### config.mk
export PLATFORM = sky130hd
export DESIGN_NAME = uart_tx_fifo
export DESIGN_NICKNAME = d
export VERILOG_FILES = /design/src/rtl/uart_pkg.sv /design/src/rtl/uart_baud_gen.sv /design/src/rtl/uart_tx_fifo.sv
export SDC_FILE = /design/constraint.sdc
export NUM_CORES = 1
export LEC_CHECK = 0
export ABC_AREA = 1
export CAP_MARGIN = 0
export CORE_ASPECT_RATIO = 1.75
export CORE_MARGIN = 10
export CORE_UTILIZATION = 30
export DETAILED_ROUTE_END_ITERATION = 10
export GPL_ROUTABILITY_DRIVEN = 0
export GPL_TIMING_DRIVEN = 0
export PLACE_DENSITY = 0.49
export SYNTH_ARGS = -nofsm -noshare
export SYNTH_HDL_FRONTEND = slang
export SYNTH_SLANG_ARGS = --single-unit
export TNS_END_PERCENT = 100
### constraint.sdc
create_clock -name clk -period 2.25 [get_ports clk]
set_input_delay 0.225 -clock clk [delete_from_list [all_inputs] [get_ports clk]]
set_output_delay 0.225 -clock clk [all_outputs]
set_load 0.03 [all_outputs]
### src/rtl/uart_pkg.sv
// Shared UART types and parameter checks for the TX path (and the future RX path).
package uart_pkg;

  typedef enum logic [2:0] {IDLE, START, DATA, PARITY, STOP} uart_tx_state_t;

  typedef enum logic [1:0] {
    PAR_NONE = 2'b00,
    PAR_EVEN = 2'b01,
    PAR_ODD  = 2'b10,
    PAR_OFF  = 2'b11
  } parity_t;

  function automatic bit bit_period_ok(input int clk_div);
    return clk_div >= 2;
  endfunction

  function automatic bit is_pow2(input int n);
    return (n >= 2) && ((n & (n - 1)) == 0);
  endfunction

endpackage

### src/rtl/uart_baud_gen.sv
// Bit-period divider: counts 0..CLK_DIV-1 and pulses bit_tick on the last count.
// restart holds the count at zero so the next bit period starts cleanly.
module uart_baud_gen
  import uart_pkg::*;
#(
  parameter int CLK_DIV = 868
) (
  input  logic clk,
  input  logic rst_n,
  input  logic restart,
  output logic bit_tick
);

  localparam int CNT_W = (CLK_DIV > 2) ? $clog2(CLK_DIV) : 1;

  logic [CNT_W-1:0] cnt;

  assign bit_tick = (cnt == CNT_W'(CLK_DIV - 1));

  always_ff @(posedge clk or negedge rst_n) begin
    if (!rst_n)                  cnt <= '0;
    else if (restart || bit_tick) cnt <= '0;
    else                          cnt <= cnt + 1'b1;
  end

endmodule

### src/rtl/uart_tx_fifo.sv
// UART transmitter with input FIFO and valid/ready intake; frames go out LSB first.
// Define UART_TX_PARITY_EN to add the parity_mode port and the PARITY state.
module uart_tx_fifo
  import uart_pkg::*;
#(
  parameter int CLK_DIV    = 868,
  parameter int DATA_W     = 8,
  parameter int STOP_BITS  = 1,
  parameter int FIFO_DEPTH = 4
) (
  input  logic                            clk,
  input  logic                            rst_n,
  input  logic                            s_valid,
  output logic                            s_ready,
  input  logic [DATA_W-1:0]               s_data,
`ifdef UART_TX_PARITY_EN
  input  logic [1:0]                      parity_mode,
`endif
  output logic                            tx_line,
  output logic                            busy,
  output logic [$clog2(FIFO_DEPTH+1)-1:0] fifo_level
);

  localparam int LVL_W = $clog2(FIFO_DEPTH + 1);
  localparam int PTR_W = $clog2(FIFO_DEPTH);
  localparam int BIT_W = $clog2(DATA_W);

  if (!bit_period_ok(CLK_DIV)) begin : g_bad_div
    $error("uart_tx_fifo: CLK_DIV must be >= 2");
  end
  if (DATA_W < 5 || DATA_W > 9) begin : g_bad_width
    $error("uart_tx_fifo: DATA_W must be 5..9");
  end
  if (STOP_BITS != 1 && STOP_BITS != 2) begin : g_bad_stop
    $error("uart_tx_fifo: STOP_BITS must be 1 or 2");
  end
  if (!is_pow2(FIFO_DEPTH)) begin : g_bad_depth
    $error("uart_tx_fifo: FIFO_DEPTH must be a power of two >= 2");
  end

  logic [DATA_W-1:0] mem [FIFO_DEPTH];
  logic [PTR_W-1:0]  wr_ptr, rd_ptr;
  logic [LVL_W-1:0]  count;

  uart_tx_state_t    state;
  logic [DATA_W-1:0] shreg;
  logic [BIT_W-1:0]  bit_cnt;
  logic              stop_cnt;
  logic              par_en, par_bit;

  logic              bit_tick, restart, push, pop, fifo_empty, stop_last;
  logic [DATA_W-1:0] head;
  logic              load_par_en, load_par_bit;

  assign fifo_empty = (count == '0);
  assign s_ready    = (count != LVL_W'(FIFO_DEPTH));
  assign push       = s_valid && s_ready;
  assign stop_last  = (stop_cnt == 1'(STOP_BITS - 1));
  // Pop either from idle or on the last stop tick, so back-to-back frames have no gap.
  assign pop        = !fifo_empty &&
                      ((state == IDLE) || (state == STOP && bit_tick && stop_last));
  assign head       = mem[rd_ptr];
  assign busy       = (state != IDLE) || !fifo_empty;
  assign fifo_level = count;
  assign restart    = (state == IDLE);

`ifdef UART_TX_PARITY_EN
  parity_t mode;
  assign mode         = parity_t'(parity_mode);
  assign load_par_en  = (mode == PAR_EVEN) || (mode == PAR_ODD);
  assign load_par_bit = (mode == PAR_ODD) ? ~^head : ^head;
`else
  assign load_par_en  = 1'b0;
  assign load_par_bit = 1'b0;
`endif

  uart_baud_gen #(.CLK_DIV(CLK_DIV)) u_baud (
    .clk      (clk),
    .rst_n    (rst_n),
    .restart  (restart),
    .bit_tick (bit_tick)
  );

  always_ff @(posedge clk) begin
    if (push) mem[wr_ptr] <= s_data;
  end

  always_ff @(posedge clk or negedge rst_n) begin
    if (!rst_n) begin
      wr_ptr <= '0;
      rd_ptr <= '0;
      count  <= '0;
    end else begin
      if (push) wr_ptr <= wr_ptr + 1'b1;
      if (pop)  rd_ptr <= rd_ptr + 1'b1;
      case ({push, pop})
        2'b10:   count <= count + 1'b1;
        2'b01:   count <= count - 1'b1;
        default: count <= count;
      endcase
    end
  end

  always_ff @(posedge clk or negedge rst_n) begin
    if (!rst_n) begin
      state    <= IDLE;
      tx_line  <= 1'b1;
      shreg    <= '0;
      bit_cnt  <= '0;
      stop_cnt <= 1'b0;
      par_en   <= 1'b0;
      par_bit  <= 1'b0;
    end else if (pop) begin
      // Parity settings are captured with the word; later mode changes wait for the next pop.
      state   <= START;
      tx_line <= 1'b0;
      shreg   <= head;
      par_en  <= load_par_en;
      par_bit <= load_par_bit;
    end else if (bit_tick) begin
      case (state)
        START: begin
          tx_line <= shreg[0];
          shreg   <= shreg >> 1;
          bit_cnt <= '0;
          state   <= DATA;
        end
        DATA: begin
          if (bit_cnt == BIT_W'(DATA_W - 1)) begin
            if (par_en) begin
              tx_line <= par_bit;
              state   <= PARITY;
            end else begin
              tx_line  <= 1'b1;
              stop_cnt <= 1'b0;
              state    <= STOP;
            end
          end else begin
            tx_line <= shreg[0];
            shreg   <= shreg >> 1;
            bit_cnt <= bit_cnt + 1'b1;
          end
        end
        PARITY: begin
          tx_line  <= 1'b1;
          stop_cnt <= 1'b0;
          state    <= STOP;
        end
        STOP: begin
          if (stop_last) state    <= IDLE;
          else           stop_cnt <= stop_cnt + 1'b1;
        end
        default: begin
          tx_line <= 1'b1;
          state   <= IDLE;
        end
      endcase
    end
  end

endmodule

# --- After elaboration in Yosys (flattened, before gate mapping) ---
# Memory sizes are Yosys's and may differ from the RTL's.
# Index checks and enable logic that the tools add are counted.
totals:
  out_inout_bits: 6
  input_bits: 11
  mem_bits_rw: 32
  word_cells: 77
  regBits: 33
  mem_count: 1
mem_list:
  columns: ["memory", "words", "word_bits", "rd", "rd_ports_with_merged_regs", "write_ports", "line_no", "rtl"]
  rows:
  - ["mem", 4, 8, 1, 0, 1, "uart_tx_fifo.sv:41", "logic [DATA_W-1:0] mem [FIFO_DEPTH];"]
classes:
  mux: 22
  bitwise: 2
  add_sub_neg: 7
  reduce_logical: 21
  n_eq_ne: 15
ops:
  columns: ["cell", "count"]
  rows:
  - ["2-to-1 mux 8 bit", 3]
  - ["case mux 8 bit (2 select lines)", 1]
  - ["2-to-1 mux 3 bit", 5]
  - ["!= test 3 bit (second input constant)", 4]
  - ["case mux 3 bit (2 select lines)", 2]
  - ["case mux 3 bit (4 select lines)", 1]
  - ["adder 10 x 1 -> 10 bit (second input constant)", 1]
  - ["== test 10 bit (second input constant)", 1]
  - ["2-to-1 mux 10 bit", 1]
  - ["nonzero test 3 bit", 3]
  - ["AND reduction 4 bit", 2]
  - ["2-to-1 mux 1 bit", 7]
  - ["adder 3 x 1 -> 3 bit (second input constant)", 2]
  - ["== test 3 x 2 -> 1 bit (second input constant)", 2]
  - ["== test 3 bit (second input constant)", 2]
  - ["zero test 3 bit", 2]
  - ["!= test 2 bit (second input constant)", 3]
  - ["case mux 1 bit (3 select lines)", 2]
  - ["AND reduction 3 bit", 2]
  - ["nonzero test 2 bit", 3]
  - ["adder 2 x 1 -> 2 bit (second input constant)", 2]
  - ["logical AND 1 bit", 4]
  - ["== test 3 x 1 -> 1 bit (second input constant)", 1]
  - ["logical OR 1 bit", 3]
  - ["7 further kinds", 8]

# --- Depth between registers and ports, before layout ---
# Gate-level depths: netlist (run 1).
logic_depth:
  depth_word: 7
  depth_mapped: 13
  depth_no_buf: 12

# --- Cells and area by module ---
# From an unflattened synthesis (run 1), not the netlist that was laid out.
hier_totals:
  hier_cells: 342
  hier_area_um2: 3194.3
by_module_without_submodules:
  columns: ["module", "instances", "cells_per_inst", "area_per_inst_um2", "seq_area_each_um2"]
  rows:
  - ["uart_tx_fifo", 1, 269, 2628.8, 1512.7]
  - ["uart_baud_gen", 1, 73, 565.5, 250.2]

# --- Worst setup path after synthesis (run 1) ---
# Ideal clock, no wire load.
synth_timing:
  path_kind: "flip-flop to flip-flop"
  from: "reg count[1] (netlist: fifo_level[1])"
  to: "reg count[2] (netlist: fifo_level[2])"
  t_arrival_ps: 2144
  period_less_slack_ps: 2279
  path_buffers: 1
  path_stages_with_launch: 11
  setup_time_ps: 135
  required_ps: 2115
  slack_ps: -29
  cell_sequence: "dfrtp_1 -> nor3_2 -> nor2_4 -> nand2_2 -> buf_6 -> inv_2 -> ha_1 -> fa_1 -> a21oi_1 -> o21ai_0 -> xnor2_1"
synth_via:
  elab_chain_len: 5
  elab_cells_between_ends: 11
  classes_between: "add/sub (2); eq/ne (3); mux (1); reduce/logical (5)"
synth_lines:
  columns: ["element", "line_no", "rtl"]
  rows:
  - ["from (decl)", "uart_tx_fifo.sv:43", "logic [LVL_W-1:0] count;"]
  - ["from (signal assigned)", "uart_tx_fifo.sv:97", "2'b10: count <= count + 1'b1;"]
  - ["from (signal assigned)", "uart_tx_fifo.sv:98", "2'b01: count <= count - 1'b1;"]
  - ["from (signal assigned)", "uart_tx_fifo.sv:99", "default: count <= count;"]
  - ["zero test 3 bit *", "uart_tx_fifo.sv:55", "assign fifo_empty = (count == '0);"]
  - ["zero test 1 bit *", "uart_tx_fifo.sv:60", "assign pop = !fifo_empty &&"]
  - ["logical AND 1 bit *", "uart_tx_fifo.sv:60", null]
  - ["named net pop", "uart_tx_fifo.sv:51", "logic bit_tick, restart, push, pop, fifo_empty, stop_last;"]
  - ["== test 2 x 1 -> 1 bit / == test 2 bit (equally long branches)", "uart_tx_fifo.sv:96", "case ({push, pop})"]
  - ["case mux 3 bit (2 select lines) / nonzero test 2 bit (equally long branches)", null, null]
# The timed path passes the listed nets; every way through them passes the cells marked *.
# A chain may end at the register's enable or synchronous reset.

# --- Worst setup path in the final report (run 1) ---
layout_timing:
  from: "reg u_baud.cnt[0]"
  to: "reg count[1] (netlist: fifo_level[1])"
layout_via:
  elab_chain_len: 7
  elab_cells_between_ends: 9
  classes_between: "eq/ne (3); mux (1); reduce/logical (5)"
layout_lines:
  columns: ["element", "line_no", "rtl"]
  rows:
  - ["from (decl)", "uart_baud_gen.sv:16", "logic [CNT_W-1:0] cnt;"]
  - ["from (signal assigned)", "uart_baud_gen.sv:23", "else cnt <= cnt + 1'b1;"]
  - ["== test 10 bit *", "uart_baud_gen.sv:18", "assign bit_tick = (cnt == CNT_W'(CLK_DIV - 1));"]
  - ["logical AND 1 bit * (2 in series)", "uart_tx_fifo.sv:61", "((state == IDLE) || (state == STOP && bit_tick && stop_last));"]
  - ["logical OR 1 bit *", "uart_tx_fifo.sv:61", null]
  - ["logical AND 1 bit *", "uart_tx_fifo.sv:60", null]
  - ["named net pop", "uart_tx_fifo.sv:51", null]
  - ["== test 2 x 1 -> 1 bit / == test 2 bit (equally long branches)", "uart_tx_fifo.sv:96", null]
  - ["case mux 3 bit (2 select lines) / nonzero test 2 bit (equally long branches)", null, null]
# Marks and branches as above.

==> reports/results.ini, run 1 <==
[setup_path]
reg2reg_depth = 10
critPathCaptureType = flip-flop
r2r-end = fifo_level[1]
worst_setup_path_start_kind = flip-flop
cp_max_fo = 4
crit_chain = ha_4 > nand2_1 > nor2_1 > nand3_2 > nand2_4 > nand2_8 > inv_2 > ha_1 > fa_1 > mux2_2
worstPathArrival_ns = 2.35
r2r_slack_ns = 0.12
path_class = flip-flop to flip-flop
rr_startpoint = u_baud.cnt[0]
cp_slowest_stage_delay_ns = 0.42
cp_slowest_cell = fa_1
cp.required_ns = 2.47

[cells_and_area]
area_delta_synth_final_pct = 24.7
final_core_util_pct = 38.5
stdcell_count = 438
seqCellArea_mm2 = 0.00177
final.fill_count = 963
nets = 331
drive_gt1_share_pct = 18.0
multiInputGateArea_mm2 = 0.00110
diodes = 0
post-route-cell-area_mm2 = 0.00367

[run_status]
status = complete, no violations

[timing]
tightest_slew_ns = 0.890
finalHoldViolations = 0
finalCritPeriodShare_pct = 94.9
slew_viol_final = 0
slew_headroom_pct = 40.4
setup_viol = 0
finalCriticalPeriod_ns = 2.13
tns_ns = 0
rsz0062_at_grt = no
clock.fmax_ghz = 0.468
timing.hold.ws_ns = 0.488
clock_skew_ns = 0.00502

[synth]
synth_cell_types = 34
syn_area_mm2 = 0.00295
ys_top_cells_by_area = edfxtp_1, dfrtp_1, nor2_1
yosys_warnings = 0
ys_seq_elements = 64
yosysTopAreaCellShare_pct = 32.6
syn-num-nets = 300
syn_avg_cell_area_um2 = 10.5
ys_seq_area_share_pct = 59.9
synth_cells = 280
yosysTopAreaCell = edfxtp_1

[cts]
cts_sinks = 64
htree_levels = 3
cts-root-buf = clkbuf_16
cts_tree = yes
cts_buffer_depth = 2
clk_latency_ns = 0.34
cts_buffers = 9
path_clk_slew_ns = 0.06

[die]
die_y_um = 151
die_area_mm2 = 0.0143
io_pins = 17
dieWidth_um = 94.9
std_cell_rows = 47
coreArea_mm2 = 0.00953
initial_core_util_pct = 30.9

[pwr]
vdd.ir_drop.worst_mv = 0.469
cellLeakagePower_uw = 0.00152
pwr_density_cell_mw_per_mm2 = 1310

[place]
hpwl_mm = 4.57
io_buffers = 16
place_inst = 418
dpl_cell_area_mm2 = 0.00327

[global_route]
grtUsageTotal_pct = 9.89
grt_pass1_vias = 2089
overflow = 0
grt_pass1_wl_mm = 10.7
grt_max_degree = 33
antenna_found_initial = 0

[flow_run]
max_cap_violations = 0

[detailed_routing]
vias = 2009
viasPerCell = 4.59
drt_iter0_drc = 87
finalWirelength_mm = 6.33
drtPass1Iterations = 4
wl_per_cell_um = 14.5
ant_nets = 0
drc_errors = 0

[hold_path]
hold_class = input pin to asynchronous set/reset pin

## cells in the mapped netlist
| cell | instances |
|---|---|
| nor2_1 | 46 |
| nand3b_4 | 1 |
| o21ai_0 | 22 |
| nor2_2 | 3 |
| nor2_8 | 1 |
| inv_1 | 15 |
| nor2_4 | 1 |
| a21oi_1 | 7 |
| nor3_1 | 4 |
| o21ai_4 | 1 |
| clkbuf_1 | 1 |
| o22a_1 | 1 |
| nand2_2 | 3 |
| nor4_1 | 1 |
| o21bai_1 | 1 |
| o21ai_1 | 8 |
| ha_1 | 8 |
| inv_2 | 6 |
| edfxtp_1 | 32 |
| mux2_2 | 1 |
| xnor2_1 | 3 |
| fa_1 | 1 |
| buf_4 | 1 |
| nand3b_1 | 1 |
| dfrtp_1 | 31 |
| dfstp_2 | 1 |
| o21ai_2 | 1 |
| nor3_2 | 1 |
| xor2_1 | 3 |
| nand3_2 | 7 |
| buf_6 | 2 |
| nand2_1 | 33 |
| buf_2 | 3 |
| nand3_1 | 29 |
## worst max-delay path, delay by kind of cell (launching register included)
kind	cells	cell delay [ns]
DFF	1	0.41
adders and majority gates	3	0.77
and+or+nand+nor	5	0.50
buffers and inverters	1	0.05
muxes	1	0.27
## flip-flops by register name, indices dropped and copies added (netlist names)
signal and count:
shreg 8, state 3, rd_ptr 2, tx_line 1
bit_cnt 3, mem 32, wr_ptr 2, u_baud.cnt 10
fifo_level 3
## cell families after synthesis
kind of cell	synth area share [%]
compound gates	7.69
xor+xnor	1.78
fa+ha+maj	4.08
buf+inv	4.33
flops	59.9
mux	0.382
simple gates	21.9
## power by group
part	internal, µW	switching (µW)
clock network	1080	526
logic	528	888
registers	1550	218
## metal layers
layer	vias to the layer above	GRT usage [%]	part of all wire (%)
met5	-	0	0
met4	0	6.84	3.7
met3	14	2.33	2.2
met2	24	17.8	56
met1	952	9.60	38
li1	1019	-	-
## metrics by stage
| stage | power (µW) | setup WS (ns) |
|---|---|---|
| final | 4790 | 0.115 |
| after global placement | 3130 | -0.200 |
| after global routing | 5120 | 0.00402 |
| after CTS | 4820 | 0.0448 |
| after floorplan | 2720 | 0.0145 |
| after detailed placement | 3160 | -0.257 |
## repair_timing
action,4_1_cts,5_1_grt
cloned,0,0
hold buffers,1,0
endpoints found under the hold margin,16,0
buffers inserted,1,3
setup endpoints to repair,2,2
pin swaps,1,2
resized for setup,3,3
## area by class of cell
class	count	share of cell area, %
inverter	21	2.15
multi-input combinational	188	29.9
buffer	6	1.02
clock buffer	9	6.13
tap	122	4.16
sequential	64	48.1
clock inverter	7	3.27
timing repair buffer	21	5.32
## worst max path at each step
stage                       start             to  slack [ns]  depth (start not counted)
finish              u_baud.cnt[0]  fifo_level[1]        0.12                         10
global route             state[1]  fifo_level[1]       0.004                          8
CTS                 u_baud.cnt[0]  fifo_level[2]        0.04                         12
detailed placement  u_baud.cnt[0]  fifo_level[2]       -0.26                         13
global placement    u_baud.cnt[0]  fifo_level[2]       -0.20                         13
floorplan           u_baud.cnt[0]  fifo_level[2]        0.01                         13
## placed cells by master, fill, tap and decap left out, types with 2 or more instances in the layout
cell type,synthesis,layout
nor3_1,4,4
clkinv_4,0,2
bufinv_16,0,3
clkdlybuf4s50_1,0,15
a21oi_1,7,7
nand3_1,29,28
xnor2_1,3,3
nor2_1,46,46
inv_1,15,15
edfxtp_1,32,32
buf_2,3,4
clkbuf_16,0,9
nand2_1,33,33
inv_2,6,6
ha_1,8,7
nand3_2,7,8
dfrtp_2,0,2
dfrtp_1,31,29
buf_4,1,5
nor2_2,3,3
o21ai_1,8,9
xor2_1,3,3
o21ai_0,22,21
Power figures use the tool's default switching activity.
==> run 2: changes to the inputs <==
- CAP_MARGIN: 0 -> not set
- clock period: 2.25 -> 1.9 ns (I/O delays scaled with it)
==> run 2 against run 1 <==
- the flow now finishes with violations (setup timing)
- clock-buffer cell count did not move
- total power rose by 12%
- register-to-register slack got worse by 0.26 ns
- critical path depth did not move
- first-iteration DRC count fell by 4.6%
- non-clock buffer count rose by 3
- worst setup slack got worse by 0.26 ns
- sequential cell count did not move
- sequential power rose by 18%
- utilization fell by 0.24 points
- die area did not move
==> reports/results.ini, run 2 (synthesis results as in run 1) <==
[run_status]
status = finished with violations
violations = setup timing

[detailed_routing]
drc_errors = 0
finalWirelength_mm = 6.39
vias = 1995
viasPerCell = 4.52
wl_per_cell_um = 14.5
drtPass1Iterations = 4
drt_iter0_drc = 83
ant_nets = 0

[pwr]
vdd.ir_drop.worst_mv = 0.490
pwr_density_cell_mw_per_mm2 = 1480
fin_total_pwr_uw = 5380
cellLeakagePower_uw = 0.00151

[setup_path]
cp_max_fo = 3
worstPathArrival_ns = 2.26
cp.required_ns = 2.12
critPathCaptureType = flip-flop
path_class = flip-flop to flip-flop
worst_setup_path_start_kind = flip-flop

[cells_and_area]
final_cell_mix = nor2_1, nand2_1, edfxtp_1, nand3_1, dfrtp_1
largest_register_ffs = 32
largest_register = mem
reg.largest.list = mem (32), u_baud.cnt (10), shreg (8)
area_delta_synth_final_pct = 23.9
post-route-cell-area_mm2 = 0.00365
nets = 334
final.fill_count = 1001
drive_gt1_share_pct = 19.7
final_core_util_pct = 38.3
diodes = 0
layout_commonest_cell = nor2_1

[cts]
cts_buffers = 9
cts_sinks = 64
path_clk_slew_ns = 0.05
cts_tree = yes
clk_latency_ns = 0.33
cts_buffer_depth = 2
cts-root-buf = clkbuf_16
htree_levels = 3

[die]
initial_core_util_pct = 30.9
die_y_um = 151
die_area_mm2 = 0.0143
io_pins = 17
dieWidth_um = 94.9
coreArea_mm2 = 0.00953
std_cell_rows = 47

[timing]
fin_ws_ns = -0.146
finalHoldViolations = 0
setup_viol = 2
clock.fmax_ghz = 0.489
tightest_slew_ns = 0.861
finalCritPeriodShare_pct = 108
rsz0062_at_grt = yes
clock_skew_ns = 0.00536
finalCriticalPeriod_ns = 2.05
slew_headroom_pct = 42.4
slew_viol_final = 0

[global_route]
overflow = 0
grtUsageTotal_pct = 9.86
grt_pass1_vias = 2075
antenna_found_initial = 0
grt_pass1_wl_mm = 10.6
grt_max_degree = 33

[place]
io_buffers = 16
dpl_cell_area_mm2 = 0.00329
hpwl_mm = 4.57

[hold_path]
hold_class = input pin to asynchronous set/reset pin

[flow_run]
max_cap_violations = 0

==> run 2: cell count changes in the layout (fill, tap and decap cells not counted), sizes merged <==
cell / change
clkinvlp: +1
bufinv: -2
clkdlybuf4s50: -1
clkinv: +1
dlygate4sd2: +1
buf: +3
==> run 2: worst paths after layout <==
kind | from | endpoint | slack [ns] | cells after the start
worst max-delay path | u_baud.cnt[0] | fifo_level[1] | -0.15 | 10
worst min-delay path | rst_n | bit_cnt[1] | 0.46 | 2
worst max register to register | u_baud.cnt[0] | fifo_level[1] | -0.15 | 10
worst min register to register | bit_cnt[2] | bit_cnt[2] | 0.49 | 2
max in group asynchronous | rst_n | fifo_level[1] | 0.91 | 2
min in group clk | bit_cnt[2] | bit_cnt[2] | 0.49 | 2
==> run 2: critical path, stage by stage, from the launching register on <==
cell and delay [ns]:
dfrtp_1 0.36, ha_2 0.19, nand2_1 0.07, nor2_2 0.13, nand3_2 0.11, nand2_4 0.13, nand2_8 0.07, inv_4 0.06
ha_4 0.13, fa_2 0.43, mux2_2 0.26
==> run 2: timing repair <==
item                                   4_1_cts  5_1_grt
buffers inserted                             5        2
endpoints found under the hold margin       31        0
pin swaps                                    5        5
hold buffers                                 1        0
setup endpoints to repair                   27       34
resized for setup                            6        1
==> run 2: where the power goes <==
| group | switching (µW) | total (µW) | internal, µW |
|---|---|---|---|
| clock | 586 | 1590 | 999 |
| sequential | 240 | 2080 | 1840 |
| combinational | 1070 | 1720 | 645 |
| total | 1900 | 5380 | 3490 |
==> run 2: layout make-up <==
type	count	area [µm²]	area share (%)
Tap cell	122	153	4.18
Clock buffer	9	225	6.17
Multi-Input combinational cell	188	1110	30.3
Timing Repair Buffer	24	216	5.93
Sequential cell	64	1770	48.4
Inverter	21	81.3	2.23
Buffer	6	37.5	1.03
Clock inverter	7	62.6	1.71
==> run 2: per-layer routing <==
layer / share of wire [%] / up-vias / track usage, % / routed length, µm
met5: 0 / - / 0 / 0
met4: 3.1 / 0 / 6.24 / 199
met3: 2.1 / 13 / 2.48 / 137
met2: 57 / 19 / 17.9 / 3620
met1: 38 / 949 / 9.57 / 2430
li1: - / 1014 / - / -
==> run 2: through the flow <==
step                cells  hold WS (ns)  worst slack [ns]  setup TNS, ns
finish                441         0.464            -0.146         -0.206
global route          441         0.506            -0.205          -5.24
CTS                   439         0.484            -0.105          -1.75
detailed placement    418         0.309            -0.460          -4.64
global placement      418         0.470            -0.426          -8.64
floorplan             280        -0.106            -0.218         -0.410
==> run 3: changes to the inputs <==
- CTS_BUF_LIST: not set -> sky130_fd_sc_hd__clkbuf_8
==> run 3 against run 2 <==
- the flow still finishes with violations (setup timing)
- critical path depth unchanged
- total power fell by 7.9%
- sequential power hardly changed
- clock power down 29%
- utilization down 0.85 points
- worst setup slack gained 0.049 ns
- final area is 2.2% lower
- critical path type unchanged
==> reports/results.ini, run 3 (synthesis results as in run 1) <==
[global_route]
grtUsageTotal_pct = 9.65
antenna_found_initial = 0
overflow = 0
grt_pass1_wl_mm = 10.5
grt_max_degree = 33
grt_pass1_vias = 2069

[pwr]
combPwrFrac_pct = 35.5
p_clk_share_pct = 22.7
cellLeakagePower_uw = 0.00147
p_int_uw = 3090
power_frac_seq_pct = 41.8
sw_frac_of_total_pct = 37.6
p_sw_uw = 1860
vdd.ir_drop.worst_mv = 0.472
pwr_density_cell_mw_per_mm2 = 1390
fin_total_pwr_uw = 4960

[cts]
cts_tree = yes
cts_sinks = 64
cts-root-buf = clkbuf_8
htree_levels = 3
cts_buffer_depth = 2
cts_buffers = 9
clk_latency_ns = 0.35
path_clk_slew_ns = 0.08

[setup_path]
worst_setup_path_start_kind = flip-flop
critPathCaptureType = flip-flop
cp_slowest_stage_delay_ns = 0.43
cp_max_fo = 3
r2r_slack_ns = -0.1
cp.required_ns = 2.14
cp_slowest_cell = fa_2
critPathBufInv = 1
worstPathArrival_ns = 2.23
path_class = flip-flop to flip-flop
cp_top_family = adder cells
crit_chain = ha_2 > nand2_2 > nor2_2 > nand3_2 > nand2_4 > nand2_8 > inv_4 > ha_4 > fa_2 > mux2_2

[detailed_routing]
ant_nets = 0
viasPerCell = 4.59
drc_errors = 0
vias = 2027
drtPass1Iterations = 4
wl_per_cell_um = 14.5
drt_iter0_drc = 112
finalWirelength_mm = 6.40

[timing]
fin_ws_ns = -0.0976
clock.fmax_ghz = 0.501
slew_viol_final = 0
slew_headroom_pct = 40.8
tightest_slew_ns = 0.885
rsz0062_at_grt = yes
finalCriticalPeriod_ns = 2.00
finalHoldViolations = 0
finalCritPeriodShare_pct = 105
setup_viol = 2
clock_skew_ns = 0.0105
timing.hold.ws_ns = 0.438

[die]
dieWidth_um = 94.9
die_y_um = 151
initial_core_util_pct = 30.9
io_pins = 17
die_area_mm2 = 0.0143
std_cell_rows = 47
coreArea_mm2 = 0.00953

[flow_run]
max_cap_violations = 0

[cells_and_area]
area_delta_synth_final_pct = 21.2
diodes = 0
largest_register = mem
final_cell_mix = nor2_1, edfxtp_1, nand2_1, nand3_1, dfrtp_1
nets = 335
final_core_util_pct = 37.5
post-route-cell-area_mm2 = 0.00357
layout_commonest_cell = nor2_1
drive_gt1_share_pct = 21.3
reg.largest.list = mem (32), u_baud.cnt (10), shreg (8)
largest_register_ffs = 32

[place]
dpl_cell_area_mm2 = 0.00329
io_buffers = 16
dp_slack_ns = -0.460
hpwl_mm = 4.57

[hold_path]
hold_class = input pin to asynchronous set/reset pin

[run_status]
status = finished with violations
violations = setup timing

## run 3: path summary, 6_finish.rpt
path	endpoint	cells past startpoint	startpoint
max in group asynchronous	fifo_level[1]	2	rst_n
worst min register to register	bit_cnt[2]	2	bit_cnt[2]
worst max register to register	fifo_level[1]	10	u_baud.cnt[0]
worst max-delay path	fifo_level[1]	10	u_baud.cnt[0]
worst min-delay path	bit_cnt[1]	2	rst_n
min in group clk	mem[0][7]	1	s_data[7]
## run 3: cell type report
type	count	area (µm²)
Fill cell	999	5960
Sequential cell	64	1770
Multi-Input combinational cell	188	1120
Timing Repair Buffer	25	225
Tap cell	122	153
Clock buffer	9	124
Inverter	21	81.3
Clock inverter	7	62.6
Buffer	6	37.5
## run 3: stage by stage
step / setup TNS (ns) / std cells
floorplan: -0.410 / 280
global placement: -8.64 / 418
detailed placement: -4.64 / 418
CTS: -1.46 / 441
global route: -1.58 / 442
finish: -0.163 / 442
## run 3: routing by layer
| layer | vias to the layer above | track usage (%) | wire length [µm] |
|---|---|---|---|
| li1 | 1019 | - | - |
| met2 | 27 | 17.9 | 3640 |
| met5 | - | 0 | 0 |
| met1 | 967 | 9.36 | 2410 |
| met4 | 0 | 5.79 | 215 |
| met3 | 14 | 2.03 | 132 |
## run 3: worst register-to-register path, stage by stage (launching register included)
cell     delay (ns)
dfrtp_1        0.36
ha_2           0.19
nand2_2        0.06
nor2_2         0.10
nand3_2        0.11
nand2_4        0.12
nand2_8        0.07
inv_4          0.06
ha_4           0.14
fa_2           0.43
mux2_2         0.26
## run 3: what timing repair did
| action | in CTS | in global routing |
|---|---|---|
| setup endpoints to repair | 35 | 27 |
| pin swaps | 9 | 4 |
| resized for setup | 7 | 5 |
| setup buffers | 7 | 1 |
| hold buffers | 1 | 0 |
| endpoints found under the hold margin | 31 | 0 |
## run 3: power groups by stage
stage                     Clock (µW)  Combinational [µW]  Sequential (µW)
after global placement             0                1610             2110
after global routing            1200                1980             2120
final                           1130                1760             2070
after CTS                       1150                1780             2080
after detailed placement           0                1650             2120
after floorplan                    0                1110             2130
